**src/rtl/instruction_loader.sv**
```systemverilog
// Length-prefixed byte-stream loader that writes a program image into instruction memory
// and holds the CPU in reset until the image is complete. Optional: LOADER_CHECKSUM_EN.
module instruction_loader #(
    parameter int unsigned MEM_BYTES = 132,
    parameter logic [63:0] BASE_ADDR = 64'd0
) (
    input  logic        clk,
    input  logic        reset,
    input  logic        Start,
    input  logic        In_Valid,
    input  logic [7:0]  In_Data,
    output logic        In_Ready,
    output logic        Mem_Write_En,
    output logic [63:0] Mem_Write_Address,
    output logic [7:0]  Mem_Write_Data,
    output logic        Cpu_Hold,
    output logic        Load_Done,
    output logic        Load_Error,
    output logic [15:0] Bytes_Loaded
);

    typedef enum logic [2:0] {
        S_IDLE,
        S_LEN_LO,
        S_LEN_HI,
        S_DATA,
        S_CSUM,
        S_DONE
    } state_t;

    state_t      state_q, state_d;
    logic [15:0] len_q, len_d;
    logic [63:0] addr_q, addr_d;
    logic [15:0] cnt_q, cnt_d;
    logic        err_q, err_d;
    logic        ready_q, ready_d;
    logic        wr_en_q, wr_en_d;
    logic [63:0] wr_addr_q, wr_addr_d;
    logic [7:0]  wr_data_q, wr_data_d;
    logic        done_q, done_d;
    logic        hold_q, hold_d;
`ifdef LOADER_CHECKSUM_EN
    logic [7:0]  xor_q, xor_d;
`endif

    logic        xfer;
    logic [15:0] cnt_inc;

    function automatic logic [15:0] sat_inc16(input logic [15:0] v);
        return (v == 16'hFFFF) ? v : v + 16'd1;
    endfunction

    // Offset from the base keeps the range test correct even when the address wraps.
    function automatic logic in_range(input logic [63:0] a);
        logic [63:0] off;
        off = a - BASE_ADDR;
        return off < 64'(MEM_BYTES);
    endfunction

    assign xfer    = In_Valid && ready_q;
    assign cnt_inc = sat_inc16(cnt_q);

    always_ff @(posedge clk or negedge reset) begin
        if (!reset) begin
            state_q   <= S_IDLE;
            len_q     <= '0;
            addr_q    <= '0;
            cnt_q     <= '0;
            err_q     <= 1'b0;
            ready_q   <= 1'b0;
            wr_en_q   <= 1'b0;
            wr_addr_q <= '0;
            wr_data_q <= '0;
            done_q    <= 1'b0;
            hold_q    <= 1'b1;
`ifdef LOADER_CHECKSUM_EN
            xor_q     <= '0;
`endif
        end else begin
            state_q   <= state_d;
            len_q     <= len_d;
            addr_q    <= addr_d;
            cnt_q     <= cnt_d;
            err_q     <= err_d;
            ready_q   <= ready_d;
            wr_en_q   <= wr_en_d;
            wr_addr_q <= wr_addr_d;
            wr_data_q <= wr_data_d;
            done_q    <= done_d;
            hold_q    <= hold_d;
`ifdef LOADER_CHECKSUM_EN
            xor_q     <= xor_d;
`endif
        end
    end

    always_comb begin
        state_d = state_q;
        case (state_q)
            S_IDLE, S_DONE: if (Start) state_d = S_LEN_LO;
            S_LEN_LO:       if (xfer) state_d = S_LEN_HI;
            S_LEN_HI: begin
                if (xfer) state_d = ({In_Data, len_q[7:0]} == 16'd0) ? S_DONE : S_DATA;
            end
            S_DATA: begin
                if (xfer && (cnt_inc == len_q)) begin
`ifdef LOADER_CHECKSUM_EN
                    state_d = S_CSUM;
`else
                    state_d = S_DONE;
`endif
                end
            end
`ifdef LOADER_CHECKSUM_EN
            S_CSUM:         if (xfer) state_d = S_DONE;
`endif
            default:        state_d = S_IDLE;
        endcase
    end

    always_comb begin
        len_d     = len_q;
        addr_d    = addr_q;
        cnt_d     = cnt_q;
        err_d     = err_q;
        wr_en_d   = 1'b0;
        wr_addr_d = wr_addr_q;
        wr_data_d = wr_data_q;
`ifdef LOADER_CHECKSUM_EN
        xor_d     = xor_q;
`endif
        case (state_q)
            S_IDLE, S_DONE: begin
                if (Start) begin
                    err_d  = 1'b0;
                    cnt_d  = '0;
                    addr_d = BASE_ADDR;
`ifdef LOADER_CHECKSUM_EN
                    xor_d  = '0;
`endif
                end
            end
            S_LEN_LO: if (xfer) len_d[7:0] = In_Data;
            S_LEN_HI: begin
                if (xfer) begin
                    len_d[15:8] = In_Data;
                    if (len_q[1:0] != 2'b00) err_d = 1'b1;
                end
            end
            S_DATA: begin
                if (xfer) begin
                    cnt_d  = cnt_inc;
                    addr_d = addr_q + 64'd1;
`ifdef LOADER_CHECKSUM_EN
                    xor_d  = xor_q ^ In_Data;
`endif
                    // Out-of-range bytes are still consumed so the stream drains.
                    if (in_range(addr_q)) begin
                        wr_en_d   = 1'b1;
                        wr_addr_d = addr_q;
                        wr_data_d = In_Data;
                    end else begin
                        err_d = 1'b1;
                    end
                end
            end
`ifdef LOADER_CHECKSUM_EN
            S_CSUM: if (xfer && (In_Data != xor_q)) err_d = 1'b1;
`endif
            default: ;
        endcase

        ready_d = (state_d == S_LEN_LO) || (state_d == S_LEN_HI) ||
                  (state_d == S_DATA)   || (state_d == S_CSUM);
        // Done rises one cycle after DONE is entered, i.e. after the final write strobe.
        done_d  = (state_q == S_DONE) && (state_d == S_DONE);
`ifdef LOADER_CHECKSUM_EN
        hold_d  = !(done_d && !err_q);
`else
        hold_d  = !done_d;
`endif
    end

    assign In_Ready          = ready_q;
    assign Mem_Write_En      = wr_en_q;
    assign Mem_Write_Address = wr_addr_q;
    assign Mem_Write_Data    = wr_data_q;
    assign Cpu_Hold          = hold_q;
    assign Load_Done         = done_q;
    assign Load_Error        = err_q;
    assign Bytes_Loaded      = cnt_q;

endmodule

```
**config.mk**
```make
export PLATFORM = sky130hd
export DESIGN_NAME = instruction_loader
export DESIGN_NICKNAME = d
export VERILOG_FILES = /design/src/rtl/instruction_loader.sv
export SDC_FILE = /design/constraint.sdc
export NUM_CORES = 1
export LEC_CHECK = 0
export CORE_MARGIN = 3
export CORE_UTILIZATION = 52
export CTS_BUF_LIST = sky130_fd_sc_hd__clkbuf_8
export CTS_CLUSTER_DIAMETER = 40
export CTS_CLUSTER_SIZE = 10
export DETAILED_ROUTE_END_ITERATION = 7
export PLACE_DENSITY = 0.82
export SYNTH_ARGS = -nofsm -noshare
export SYNTH_HDL_FRONTEND = slang
export SYNTH_SLANG_ARGS = --single-unit
export TNS_END_PERCENT = 30
```
**constraint.sdc**
```tcl
create_clock -name clk -period 2.8 [get_ports clk]
set_clock_uncertainty 0.1 [all_clocks]
set_input_delay 0.56 -clock clk [delete_from_list [all_inputs] [get_ports clk]]
set_output_delay 0.56 -clock clk [all_outputs]
set_load 0.005 [all_outputs]
```
Word level (Yosys, flattened, before mapping):

Cells that the tools add are included.

* add/sub/neg operators: 2
* $lt $le $gt $ge: 1
* equal/unequal tests: 16
* muxes and demuxes: 22
* reductions and logical operators: 18

Operator list (number)
* 64-bit two-way mux: 2
* 64-bit case mux with 2 select lines: 1
* 64-bit by 1-bit adder with 64-bit output, second input constant: 1
* 64-bit by 8-bit < comparator with 1-bit output, second input constant: 1
* 16-bit two-way mux: 3
* 16-bit case mux with 2 select lines: 1
* 16-bit by 1-bit adder with 16-bit output, second input constant: 1
* 16-bit equality test: 1
* 16-bit equality test, second input constant: 1
* 16-bit zero test: 1
* 3-bit two-way mux: 5
* 3-bit by 2-bit equality test with 1-bit output, second input constant: 4
* 3-bit case mux with 4 select lines: 1
* 2-bit != test, second input constant: 5
* 3-bit equality test, second input constant: 3
* 1-bit two-way mux: 8
* 3-bit by 1-bit equality test with 1-bit output, second input constant: 2
* 3-bit AND reduction: 2
* 6-bit AND reduction: 1
* 2-bit AND reduction: 2
* 2-bit nonzero test: 2
* 1-bit logical AND: 3
* 3-bit zero test: 1
* 1-bit logical OR: 3
* other kinds (4): 4

* register bits after elaboration: 176

Depth between registers and ports, before layout:

Gate-level depths: netlist (run 1).

* word-level depth: 10
* depth in mapped cells: 10
* depth with buffers taken out: 8

Worst setup path before layout (run 1):

OpenSTA, ideal clock, no wires.

* path kind: input-to-reg
* start point: input port Start
* end point: register addr_q[62]
* library setup time: 78 ps
* arrival: 2621 ps
* data required time: 2622 ps
* setup slack: 1 ps
* stages on the path: 7
* cell sequence: or3b_4 or2_4 a211o_4 or4_4 nand2b_4 or3_1 a21oi_1

* cells in the longest elaborated chain, start to end: 2

RTL lines
* start, declared: line 9 `input logic Start,`
* 2-bit != test (no source line)
* 3-bit AND reduction (no source line)
* end signal, assigned: line 82 `addr_q <= addr_d;`
* end, declared: line 33 `logic [63:0] addr_q, addr_d;`

No other way between the ends.
A chain may end at the register's enable or synchronous reset.

Worst setup path in the final report (run 1):

* start point: register cnt_q[14] (netlist: Bytes_Loaded[14])
* end point: register state_q[1]

* cells in the longest elaborated chain, start to end: 6

RTL lines
* start, declared: line 34 `logic [15:0] cnt_q, cnt_d;`
* start signal, assigned: line 83 `cnt_q <= cnt_d;`
* 16-bit by 1-bit adder with 16-bit output / 16-bit equality test (equally long branches): line 50 `return (v == 16'hFFFF) ? v : v + 16'd1;`
* 16-bit two-way mux (*): line 50
* 16-bit equality test (*): line 106 `if (xfer && (cnt_inc == len_q)) begin`
* 1-bit logical AND (*): line 106
* 3-bit two-way mux (*): line 106
* 3-bit case mux with 4 select lines (*): line 99 `case (state_q)`
* named net state_d[1]: line 31 `state_t state_q, state_d;`
* end signal, assigned: line 80 `state_q <= state_d;`
* end, declared: line 31

The timed path passes the listed nets; every way through them passes the cells marked *.

==> results.ini, run 1 <==
[clock_tree]
numCtsBuffers=17
htreeDepth=4
cts-root-buf=clkbuf_8
clock_path_buffers=2
post-cts-setup-buffer-count=0
path_clk_slew_ns=0.11
cts_sinks=176
cts_tree=built
worstSkewPairLatency_ns=0.47

[global_route]
grt_first_pass_wirelength_mm=33.8
grt_max_degree=74
grt_overflow=0
antenna_found_initial=0
grt_pass1_vias=6606
grt_usage_pct=23.9

[timing]
fin_tns_setup_ns=0
relSlewSlack_pct=58.6
setup_ws_ns=0.131
maxSlewViolCount=0
fin_hold_ws_ns=0.375
setup_viol=0
hold_violations=0
max_freq_mhz=375
fin_crit_sh_pct=95.3
tightest_slew_ns=0.619
fin_crit_ns=2.67

[synth]
synth-seq-cells=176
avgSynthCellArea_um2=9.80
synth_nets=855
synthesis.area_um2=8240
yosys_warnings=0
synthCells=841
yosysSeqAreaShare_pct=53.5
synth_cell_types=60
netlist.area_leader.share_pct=53.1
ys_top_cells_by_area=dfrtp_1, and2_1, nand2_1
synth_edf_count=0
synth_area_leader_cell=dfrtp_1
ys.flop_type=dfrtp_1
synth_async_sr_flop_share_pct=100

[status]
run_status=finished, final reports clean

[critical_path]
startpoint_type=flop
arrival_ns=2.92
critPathSlowestCell=dfrtp_1
worstPathRequired_ns=3.05
end_kind=flop
crit_buf_inv=1
cpPeakStageDelay_ns=0.52
crit_path_frequent_cell=nand4_1
critPathMaxFanout=9
r2r_slack_ns=0.13
crit_chain=and4_1 > nand4_1 > buf_4 > mux2i_1 > a32oi_1 > nand4_1 > o41ai_1 > a31oi_1
cp_top_family=simple AND/OR/NAND/NOR gates
path_class=flop to flop

[place]
place_congestion=0.931
place.port_buffers=104
dp_hpwl_mm=14.5
dp_slack_ns=-0.535

[drt]
dr.pass1.iters=5
post-route-drc-count=0
vias=6881
antenna_left=0
dr.first_iter.drc_count=566
wire_per_inst_um=16.8
wl_mm=20.4
vias_per_cell=5.65

[floorplan]
die_width_um=132
die_area_um2=17400
num_rows=45
start_util_pct=53.6
io_pins=105
core_um2=15400
die_y_um=132

[pwr]
vdd_drop_max_mv=0.504
power_leakage_nw=4.60
power_mw=7.06
powerDensity_nw_per_um2=676

[hold_path]
hold_path.class=flop to flop

[layout]
diodes=0
syn2layout_area_growth_pct=26.7
final_util_pct=67.9
drive_above_1_share_pct=12.9
fin_nets=1007

[job]
drv_cap=0

-- logic make-up (layout without fill, tap and decap cells) --
family          count (synthesis)  after routing  synth area share, %
simple gates                  420            420                 26.6
compound gates                112            112                 8.47
xor+xnor                       61             61                 6.48
mux                            16             16                 2.17
flops                         176            176                 53.5
buf+inv                        54            219                 2.50
fa+ha+maj                       2              2                0.304
-- cell type report --
type | instances | area (um2)
tap | 211 | 264
sequential | 176 | 4410
clock buffer | 17 | 234
fill | 1165 | 4930
inverter | 18 | 67.6
clock inverter | 15 | 199
timing repair buffer | 169 | 1590
multi-input combinational | 611 | 3680
-- where the power goes --
| group | switching [mW] | leakage [nW] | internal, mW |
|---|---|---|---|
| clock | 1.12 | 0.214 | 0.705 |
| combinational | 1.17 | 2.01 | 0.935 |
| sequential | 0.283 | 2.38 | 2.84 |
| total | 2.57 | 4.60 | 4.48 |
-- final timing paths --
path,from,end,cells after the start
max reg2reg,Bytes_Loaded[14]$_DFFE_PN0P_,state_q[1]$_DFF_PN0_,8
min reg2reg,Mem_Write_Address[6]$_DFFE_PN0P_,Mem_Write_Address[6]$_DFFE_PN0P_,2
min,Mem_Write_Address[6]$_DFFE_PN0P_,Mem_Write_Address[6]$_DFFE_PN0P_,2
max in group asynchronous,reset,addr_q[56]$_DFFE_PN0P_,3
max,Bytes_Loaded[14]$_DFFE_PN0P_,state_q[1]$_DFF_PN0_,8
min in group asynchronous,reset,Bytes_Loaded[6]$_DFFE_PN0P_,2
-- what timing repair did --
item	CTS	global route
resized for setup	2	5
hold buffers	1	0
pin swaps	1	1
endpoints found under the hold margin	36	0
endpoints found under the setup margin	2	2
-- cells in the mapped netlist (5+ instances only) --
cell	n
dfrtp_1	175
nand2_1	95
nor2_1	85
and2_1	61
o21ai_0	48
xnor2_1	39
nand4_1	37
clkbuf_1	32
nor4_1	31
nand3_1	26
nor3_1	24
xor2_1	22
a21oi_1	21
inv_1	18
mux2_2	15
or3_1	15
and4_1	10
and3_1	8
a31oi_1	6
nor2b_1	6
a211oi_1	5
or4_1	5
-- metal layers --
metal  share of wire (%)  vias to the layer above  global-route usage (%)
li1                    -                     3254                       -
met1                  44                     3345                    33.4
met2                  49                      254                    38.0
met3                 5.9                       28                    4.66
met4                 1.4                        0                    7.70
met5                   0                        -                       0
-- cells in the final DEF, fill, tap and decap left out, types with 6 or more instances in the layout --
master and n:
clkbuf_8 17, nand4_1 37, buf_4 59, dfrtp_1 175, xor2_1 22, a31oi_1 6, xnor2_1 39, nand2_1 94
nor2_1 84, nor4_1 29, and2_1 61, and3_1 8, clkdlybuf4s50_1 102, nor3_1 24, or3_1 15, a21oi_1 20
and4_1 10, nor2b_1 6, o21ai_0 48, clkinv_8 6, inv_1 18, nand3_1 26, mux2_2 15
-- tightest hold or removal path, stage by stage (launching register included) --
cell and delay [ns]:
dfrtp_1 0.35, nand2_1 0.05, nand2_1 0.05
-- stage by stage --
step | cell area, um2 | std cells
4_1_cts | 10400 | 1217
2_1_floorplan | 8240 | 841
6_report | 10400 | 1217
5_1_grt | 10400 | 1217
3_3_place_gp | 9970 | 1184
3_5_place_dp | 9970 | 1184
-- flip-flops by register name (all words and copies together), names as in the netlist, 3 cells and up --
| name | flops |
|---|---|
| Mem_Write_Data | 8 |
| Bytes_Loaded | 16 |
| state_q | 3 |
| Mem_Write_Address | 64 |
| len_q | 16 |
| addr_q | 64 |
Power figures use the tool's default switching activity.
==> run 2, diff against run 1 <==
GPL_ROUTABILITY_DRIVEN = 0   (was not set)
==> run 2 against run 1 <==
Effect of this change:
- sequential cell count is the same
- combinational power decreased by 2%
- clock power rose by 3%
- largest cell class unchanged
- via count is 0.89% higher
- cell count shrank 0.33%
- wire length shrank 2.2%
- critical path depth rose by 1
- total power about the same
- clock-buffer cell count up 1
- register-to-register slack got worse by 0.03 ns
- first-iteration DRC count grew 39%
- utilization decreased by 0.39 points
==> results.ini, run 2 (synthesized netlist as in run 1, its figures left out) <==
[layout]
seqCellArea_um2=4410
fin_nets=1003
fillCellCount=1159
most-common-layout-cells=dfrtp_1, clkdlybuf4s50_1, nand2_1
final_util_pct=67.5
final_common_cell=dfrtp_1
multi_input_area_um2=3660
drive_above_1_share_pct=12.5
syn2layout_area_growth_pct=25.9
diodes=0
finalInstanceArea_um2=10400

[critical_path]
worstPathRequired_ns=3.05
startpoint_type=flop
critPathMaxFanout=6
cpPeakStageDelay_ns=0.50
arrival_ns=2.95
r2r_slack_ns=0.1
path_class=flop to flop
startpoint=Bytes_Loaded[0]$_DFFE_PN0P_
critPathSlowestCell=or4_1
rr_worst_depth=9
end_kind=flop
crit_chain=ha_1 > buf_4 > nand2_1 > nor4_2 > or4_1 > a22oi_1 > nand4_1 > o41ai_1 > a31oi_1
r2r-start=Bytes_Loaded[0]$_DFFE_PN0P_
reg2reg_to=state_q[1]$_DFF_PN0_

[place]
place.port_buffers=104
placed_cell_area_um2=9940
dp_slack_ns=-0.537
dp_hpwl_mm=14.2

[global_route]
grt.busiest_layer=met2
grt_first_pass_wirelength_mm=33.9
use_met2_pct=37.9
grt_pass1_vias=6823
use_met3_pct=5.95
grt_usage_pct=23.7
grtUsageMet1_pct=32.5
grt_max_degree=74
antenna_found_initial=0
grt_overflow=0

[clock_tree]
post-cts-setup-buffer-count=0
worstSkewPairLatency_ns=0.48
numCtsBuffers=17
cts_tree=built
path_clk_slew_ns=0.10
cts_sinks=176
clock_path_buffers=2
cts-root-buf=clkbuf_8
htreeDepth=4

[floorplan]
io_pins=105
die_y_um=132
die_area_um2=17400
core_um2=15400
start_util_pct=53.6
num_rows=45
die_width_um=132

[timing]
fin_hold_ws_ns=0.380
maxSlewViolCount=0
setup_viol=0
max_freq_mhz=370
setup_ws_ns=0.0970
fin_tns_setup_ns=0
fin_crit_ns=2.70
relSlewSlack_pct=60.3
hold_violations=0
grt_setup_unrepaired=yes
fin_crit_sh_pct=96.5
tightest_slew_ns=0.596

[drt]
post-route-drc-count=0
wire_per_inst_um=16.4
vias=6942
antenna_left=0
wl_mm=19.9
dr.pass1.iters=5
dr.first_iter.drc_count=784
vias_per_cell=5.72

[hold_path]
holdPathEnd=Mem_Write_Data[7]$_DFFE_PN0P_
whs_path_depth=2
worstHoldStart=Mem_Write_Data[7]$_DFFE_PN0P_
hold_path.class=flop to flop

[pwr]
power_leakage_nw=4.58
powerDensity_nw_per_um2=680
vdd_drop_max_mv=0.752

[status]
run_status=finished, final reports clean

[job]
drv_cap=0

[run 2: cell count changes in the layout (fill, tap and decap cells not counted), sizes merged]
cell	change
buf	-4
bufinv	+2
clkbuf	+1
clkinv	-4
inv	+1
[run 2: layout make-up]
| class | instances | share of cell area [%] |
|---|---|---|
| Multi-Input combinational cell | 611 | 35.3 |
| Clock inverter | 14 | 1.64 |
| Clock buffer | 18 | 2.39 |
| Sequential cell | 176 | 42.5 |
| Inverter | 18 | 0.651 |
| Tap cell | 211 | 2.54 |
| Timing Repair Buffer | 165 | 15.1 |
[run 2: timing repair]
item / in CTS / in global routing
hold buffers: 1 / 0
gates resized for setup: 1 / 4
hold endpoints to repair: 52 / 0
setup endpoints to repair: 3 / 3
[run 2: report_power, final]
part / internal [mW] / switching, mW / leakage, nW
sequential: 2.84 / 0.271 / 2.38
clock: 0.854 / 1.03 / 0.218
combinational: 0.927 / 1.14 / 1.98
[run 2: how the worst max path moves through the flow]
stage	endpoint	slack [ns]	cells past startpoint
final	state_q[1]$_DFF_PN0_	0.1	9
after global placement	addr_q[62]$_DFFE_PN0P_	-0.50	8
after CTS	In_Ready$_DFF_PN0_	0.14	9
after detailed placement	addr_q[46]$_DFFE_PN0P_	-0.54	8
after global routing	state_q[1]$_DFF_PN0_	-0.02	8
after floorplan	addr_q[62]$_DFFE_PN0P_	0.0006	7
[run 2: per-layer routing]
layer  vias up  wire length [um]
met5         -                 0
met4         0               435
met3        46              1290
met2       249              9530
met1      3400              8690
li1       3247                 -
[run 2: worst max-delay path: cells and delay by family (launching register included)]
family | cells | cell delay, ns
AND/OR/NAND/NOR | 4 | 0.90
AO/OA/AOI/OAI | 3 | 0.79
adder cells (fa/ha/maj) | 1 | 0.22
flip-flops | 1 | 0.40
buffers and inverters | 1 | 0.17
[run 2: metrics by stage]
| stage | std cells | power (mW) |
|---|---|---|
| global route | 1213 | 7.49 |
| global placement | 1180 | 5.15 |
| CTS | 1213 | 7.08 |
| finish | 1213 | 7.06 |
| floorplan | 841 | 4.30 |
| detailed placement | 1180 | 5.22 |
